--- config.mk ---
export PLATFORM = sky130hd
export DESIGN_NAME = sum_result_fifo
export DESIGN_NICKNAME = d
export VERILOG_FILES = /design/src/rtl/sum_pkg.sv /design/src/rtl/sum_fifo_core.sv /design/src/rtl/sum_result_fifo.sv
export SDC_FILE = /design/constraint.sdc
export NUM_CORES = 1
export LEC_CHECK = 0
export ABC_AREA = 1
export BUFFER_PORTS_ARGS = -buffer_cell sky130_fd_sc_hd__buf_2
export CORE_MARGIN = 2
export CORE_UTILIZATION = 40
export DETAILED_ROUTE_END_ITERATION = 8
export SYNTH_ARGS = -nofsm -noshare
export SYNTH_HDL_FRONTEND = slang
export SYNTH_SLANG_ARGS = --single-unit
--- constraint.sdc ---
create_clock -name clk -period 1.96 [get_ports clk]
set_input_delay 0 -clock clk [delete_from_list [all_inputs] [get_ports clk]]
set_output_delay 0 -clock clk [all_outputs]
set_load 0.005 [all_outputs]
--- src/rtl/sum_pkg.sv ---
// Shared widths, types and constants for the adder result FIFO stage.
package sum_pkg;

    localparam int unsigned SUM_W     = 12;
    localparam int unsigned SUM_ACC_W = 16;
    localparam int unsigned DROP_W    = 8;

    typedef logic [SUM_W-1:0] sum_t;

    localparam logic [DROP_W-1:0] DROP_CNT_MAX = DROP_W'(255);

endpackage

--- src/rtl/sum_fifo_core.sv ---
// Circular FIFO storage: memory array, read/write pointers and occupancy count.
module sum_fifo_core
    import sum_pkg::*;
#(
    parameter int unsigned W     = SUM_W,
    parameter int unsigned DEPTH = 4
) (
    input  logic                         clk,
    input  logic                         rst_n,
    input  logic                         push,
    input  logic                         pop,
    input  logic [W-1:0]                 wr_data,
    output logic [W-1:0]                 rd_data_c,
    output logic [$clog2(DEPTH+1)-1:0]   count,
    output logic                         full_c
);

    localparam int unsigned PTR_W = $clog2(DEPTH);
    localparam int unsigned CNT_W = $clog2(DEPTH + 1);

    logic [W-1:0]     mem [DEPTH];
    logic [PTR_W-1:0] wr_ptr;
    logic [PTR_W-1:0] rd_ptr;

    // Storage is not reset; the head is only meaningful while count is non-zero.
    always_ff @(posedge clk) begin
        if (push) begin
            mem[wr_ptr] <= wr_data;
        end
    end

    // DEPTH is a power of two, so pointers wrap naturally.
    always_ff @(posedge clk or negedge rst_n) begin
        if (!rst_n) begin
            wr_ptr <= '0;
            rd_ptr <= '0;
            count  <= '0;
        end else begin
            if (push) begin
                wr_ptr <= wr_ptr + PTR_W'(1);
            end
            if (pop) begin
                rd_ptr <= rd_ptr + PTR_W'(1);
            end
            case ({push, pop})
                2'b10:   count <= count + CNT_W'(1);
                2'b01:   count <= count - CNT_W'(1);
                default: count <= count;
            endcase
        end
    end

    assign rd_data_c = mem[rd_ptr];
    assign full_c    = (count == CNT_W'(DEPTH));

endmodule

--- src/rtl/sum_result_fifo.sv ---
// Decouples adder results from a stalling consumer; tracks running sum, overflow and drops.
module sum_result_fifo
    import sum_pkg::*;
#(
    parameter int unsigned W     = SUM_W,
    parameter int unsigned DEPTH = 4,
    parameter int unsigned ACC_W = SUM_ACC_W
) (
    input  logic                         clk,
    input  logic                         rst_n,
    input  logic                         in_valid,
    input  logic [W-1:0]                 in_y,
    input  logic                         acc_clr,
    output logic                         out_valid,
    input  logic                         out_ready,
    output logic [W-1:0]                 out_data,
    output logic [$clog2(DEPTH+1)-1:0]   count,
    output logic [ACC_W-1:0]             acc,
    output logic                         acc_ovf,
    output logic [DROP_W-1:0]            drop_cnt
);

    localparam int unsigned ACC_SUM_W = ACC_W + 1;

    logic                 full_c;
    logic                 pop_c;
    logic                 push_c;
    logic                 drop_c;
    logic [ACC_SUM_W-1:0] acc_sum_c;

    assign out_valid = (count != '0);
    assign pop_c     = out_valid && out_ready;
    assign push_c    = in_valid && (!full_c || pop_c);
    assign drop_c    = in_valid && full_c && !pop_c;
    assign acc_sum_c = {1'b0, acc} + ACC_SUM_W'(in_y);

    sum_fifo_core #(
        .W     (W),
        .DEPTH (DEPTH)
    ) u_core (
        .clk       (clk),
        .rst_n     (rst_n),
        .push      (push_c),
        .pop       (pop_c),
        .wr_data   (in_y),
        .rd_data_c (out_data),
        .count     (count),
        .full_c    (full_c)
    );

    // Clear takes priority but still absorbs a coincident push or drop.
    always_ff @(posedge clk or negedge rst_n) begin
        if (!rst_n) begin
            acc      <= '0;
            acc_ovf  <= 1'b0;
            drop_cnt <= '0;
        end else if (acc_clr) begin
            acc      <= push_c ? ACC_W'(in_y) : '0;
            acc_ovf  <= 1'b0;
            drop_cnt <= drop_c ? DROP_W'(1) : '0;
        end else begin
            if (push_c) begin
                acc <= acc_sum_c[ACC_W-1:0];
                if (acc_sum_c[ACC_W]) begin
                    acc_ovf <= 1'b1;
                end
            end
            if (drop_c && (drop_cnt != DROP_CNT_MAX)) begin
                drop_cnt <= drop_cnt + DROP_W'(1);
            end
        end
    end

endmodule

==> key figures <==
Hold path
  – Min-delay src: out_ready
  – Worst Hold Class: in2reg

CTS
  – H-tree Lvls: 3
  – CTS tree: built
  – Clk_lat worst skew: 0.36 ns
  – Clock slew at reported path FFs: 0.09 ns
  – Clock root cell: clkbuf_8
  – Max clock buf depth: 2
  – Total CTS buffers: 9
  – Clock Sinks: 80

Route
  – Vias: 3447
  – Antenna Nets Post-Route: 0
  – Detailed Route WL: 10110 um
  – Via density: 4.882
  – Iter 0 DRT Violations: 213
  – DRT Pass-1 Iters: 4
  – Drt drc: 0
  – Drt wl/cell: 14.32 um

Run status
  – Status: complete, no violations

GRT
  – Global route total overflow: 0
  – Vias in the first global route: 3448
  – Global-route wire length before repair: 16740 um
  – Pin count of the biggest net entering global routing: 33
  – Antenna violations before repair: 0
  – Global-route usage over all layers: 18.66%

Worst setup path
  – Crit path launch: u_core.count[1]
  – CP startpoint kind: register
  – Peak fanout along the critical path: 7
  – Reg2Reg Launch Point: u_core.count[1]
  – CP top delay family: adder cells
  – CP required: 2.20 ns
  – Buf/Inv on CP: 1
  – WP data arrival: 2.09 ns
  – Critical path type: reg2reg
  – Slowest CP cell: dfrtp_1
  – Largest stage delay, worst path: 0.43 ns
  – Worst setup EP type: register
  – Crit path cell chain: nor2_4 -> nand3_4 -> nand2_4 -> ha_1 -> inv_1 -> fa_2 -> a21oi_2 -> o21ai_1 -> xor2_1

Die
  – Initial core utilization: 41.30%
  – Core Region: 10370 sq um
  – I/O pin count: 58
  – Die H: 107.5 um
  – Die X: 107.5 um
  – Die area: 11550 sq um
  – Row count: 37

Yosys
  – Top_reg_cell synth: edfxtp_1
  – Post-synthesis sequential area ratio: 52.35%
  – Synth Instances: 483
  – Register bit total from synthesis: 80
  – Post-synth cell types: 33
  – Yosys Warn Count: 0
  – Syn_nets: 520
  – Async SR Flop Fraction: 40.00%
  – Post-synth EDFFs: 48
  – Cell Area, Synth: 4283 sq um
  – Avg Cell Area, Syn: 8.867 sq um

Power
  – Worst VDD drop: 616.6 uV
  – PwrDens: 1232 nW/um^2
  – Pwr Total: 0.006402 W
  – P_leak: 2.381 nW

Layout
  – Commonest cells after routing, fill and taps aside: nand2_1 (114), nor2_1 (68), buf_2 (57)
  – Nets@finish: 602
  – N_diodes: 0
  – Final instance area: 5196 sq um
  – Share of cells above drive strength 1: 18.25%
  – Layout area overhead: 21.33%
  – Most common cell after layout, fill and taps aside: nand2_1
  – Fillers: 1007

Timing
  – Hold WS: 0.1514 ns
  – Final worst path period need: 1.849 ns
  – Final hold viol count: 0
  – Final worst-path cycle share: 94.34%
  – Worst-Margin Slew: 0.7798 ns
  – # setup viols final: 0
  – Maximum clock frequency: 540.8 MHz
  – Unrepaired setup endpoints after global routing: yes
  – Max-slew headroom: 48.02%
  – Fin. max-slew vios: 0
  – Worst-case clock skew: 0.01662 ns
  – Setup TNS: 0 ns

Job
  – Max-cap violations: 0

Placement
  – Detail Placement HPWL: 7261 um
  – GP Congestion: 0.9452
  – Cell Area, Placed: 4753 sq um
  – Number of port buffers: 57
synth_stat cells (2+ instances only):
cell | instances | area [sq um]
nand2_1 | 114 | 427.9
nor2_1 | 71 | 266.5
inv_1 | 53 | 198.9
edfxtp_1 | 48 | 1441
o21ai_0 | 38 | 190.2
dfrtp_1 | 32 | 800.8
nand3_1 | 27 | 135.1
ha_1 | 18 | 225.2
a21oi_1 | 12 | 60.06
o22ai_1 | 12 | 75.07
xor2_1 | 10 | 87.58
clkbuf_1 | 8 | 30.03
nand4_1 | 6 | 37.54
xnor2_1 | 4 | 35.03
buf_2 | 3 | 15.01
nor2_4 | 3 | 33.78
and2_1 | 2 | 12.51
buf_4 | 2 | 15.01
buf_6 | 2 | 22.52
fa_1 | 2 | 40.04
o211ai_1 | 2 | 15.01
o21ai_2 | 2 | 17.52
o31ai_1 | 2 | 15.01
final cells by class:
cell class	count	area, sq um	area share [%]
Clock buffer	9	123.9	2.384
Clock inverter	7	132.6	2.552
Inverter	54	205.2	3.949
Multi-Input combinational cell	334	1782	34.29
Sequential cell	80	2242	43.15
Tap cell	136	170.2	3.275
Timing Repair Buffer	86	540.5	10.40
path summary, 6_finish.rpt:
check                      depth (start not counted)  slack, ns                to
min reg2reg                                        2       0.52           acc[10]
min in group asynchronous                          2       0.25           acc[12]
max reg2reg                                        9       0.11   u_core.count[2]
min                                                5       0.15  u_core.wr_ptr[0]
max in group asynchronous                          2       1.20  u_core.rd_ptr[1]
max                                                9       0.11   u_core.count[2]
metrics by stage:
stage / instances / utilization, % / setup slack [ns]
CTS: 705 / 49.78 / 0.04459
global route: 706 / 50.11 / -0.02940
finish: 706 / 50.11 / 0.1110
global placement: 674 / 45.84 / 0.09368
detailed placement: 674 / 45.84 / 0.01485
floorplan: 483 / - / 0.001870
cell families (layout without fill, tap and decap cells):
family	after synthesis	count (layout)	synth area share, %
compound gates	72	72	9.465
xor+xnor	14	14	2.863
fa+ha+maj	20	20	6.194
buf+inv	69	156	6.719
flops	80	80	52.35
simple gates	228	228	22.41
worst register-to-register path, cell delays in order, from the launching register on:
cell	delay, ns
dfrtp_1	0.43
nor2_4	0.14
nand3_4	0.09
nand2_4	0.13
ha_1	0.16
inv_1	0.08
fa_2	0.35
a21oi_2	0.13
o21ai_1	0.08
xor2_1	0.14
state kept, by name, summed over array words and instances, names as in the netlist:
register,flops
u_core.rd_ptr,2
acc,16
u_core.wr_ptr,2
drop_cnt,8
u_core.count,3
u_core.mem,48
acc_ovf,1
metal layers:
layer  track usage [%]  vias up  wire (um)
li1                  -     1756          -
met2             31.83       64       4893
met3             3.995       18        377
met5                 0        -          0
met1             23.88     1609       4653
met4             5.495        0        184
timing repair:
action / in CTS / in global routing
hold buffers: 15 / 0
setup buffers: 0 / 1
endpoints found under the setup margin: 5 / 28
pin swaps: 0 / 1
hold endpoints to repair: 83 / 0
resized for setup: 1 / 6
power by group:
group          leakage (nW)  switching (W)  internal [W]
logic                  1.40        0.00150       0.00100
clock network         0.130       0.000676      0.000877
registers             0.854       0.000183       0.00216
total                  2.38        0.00236       0.00404
(Power assumes the default switching activity.)
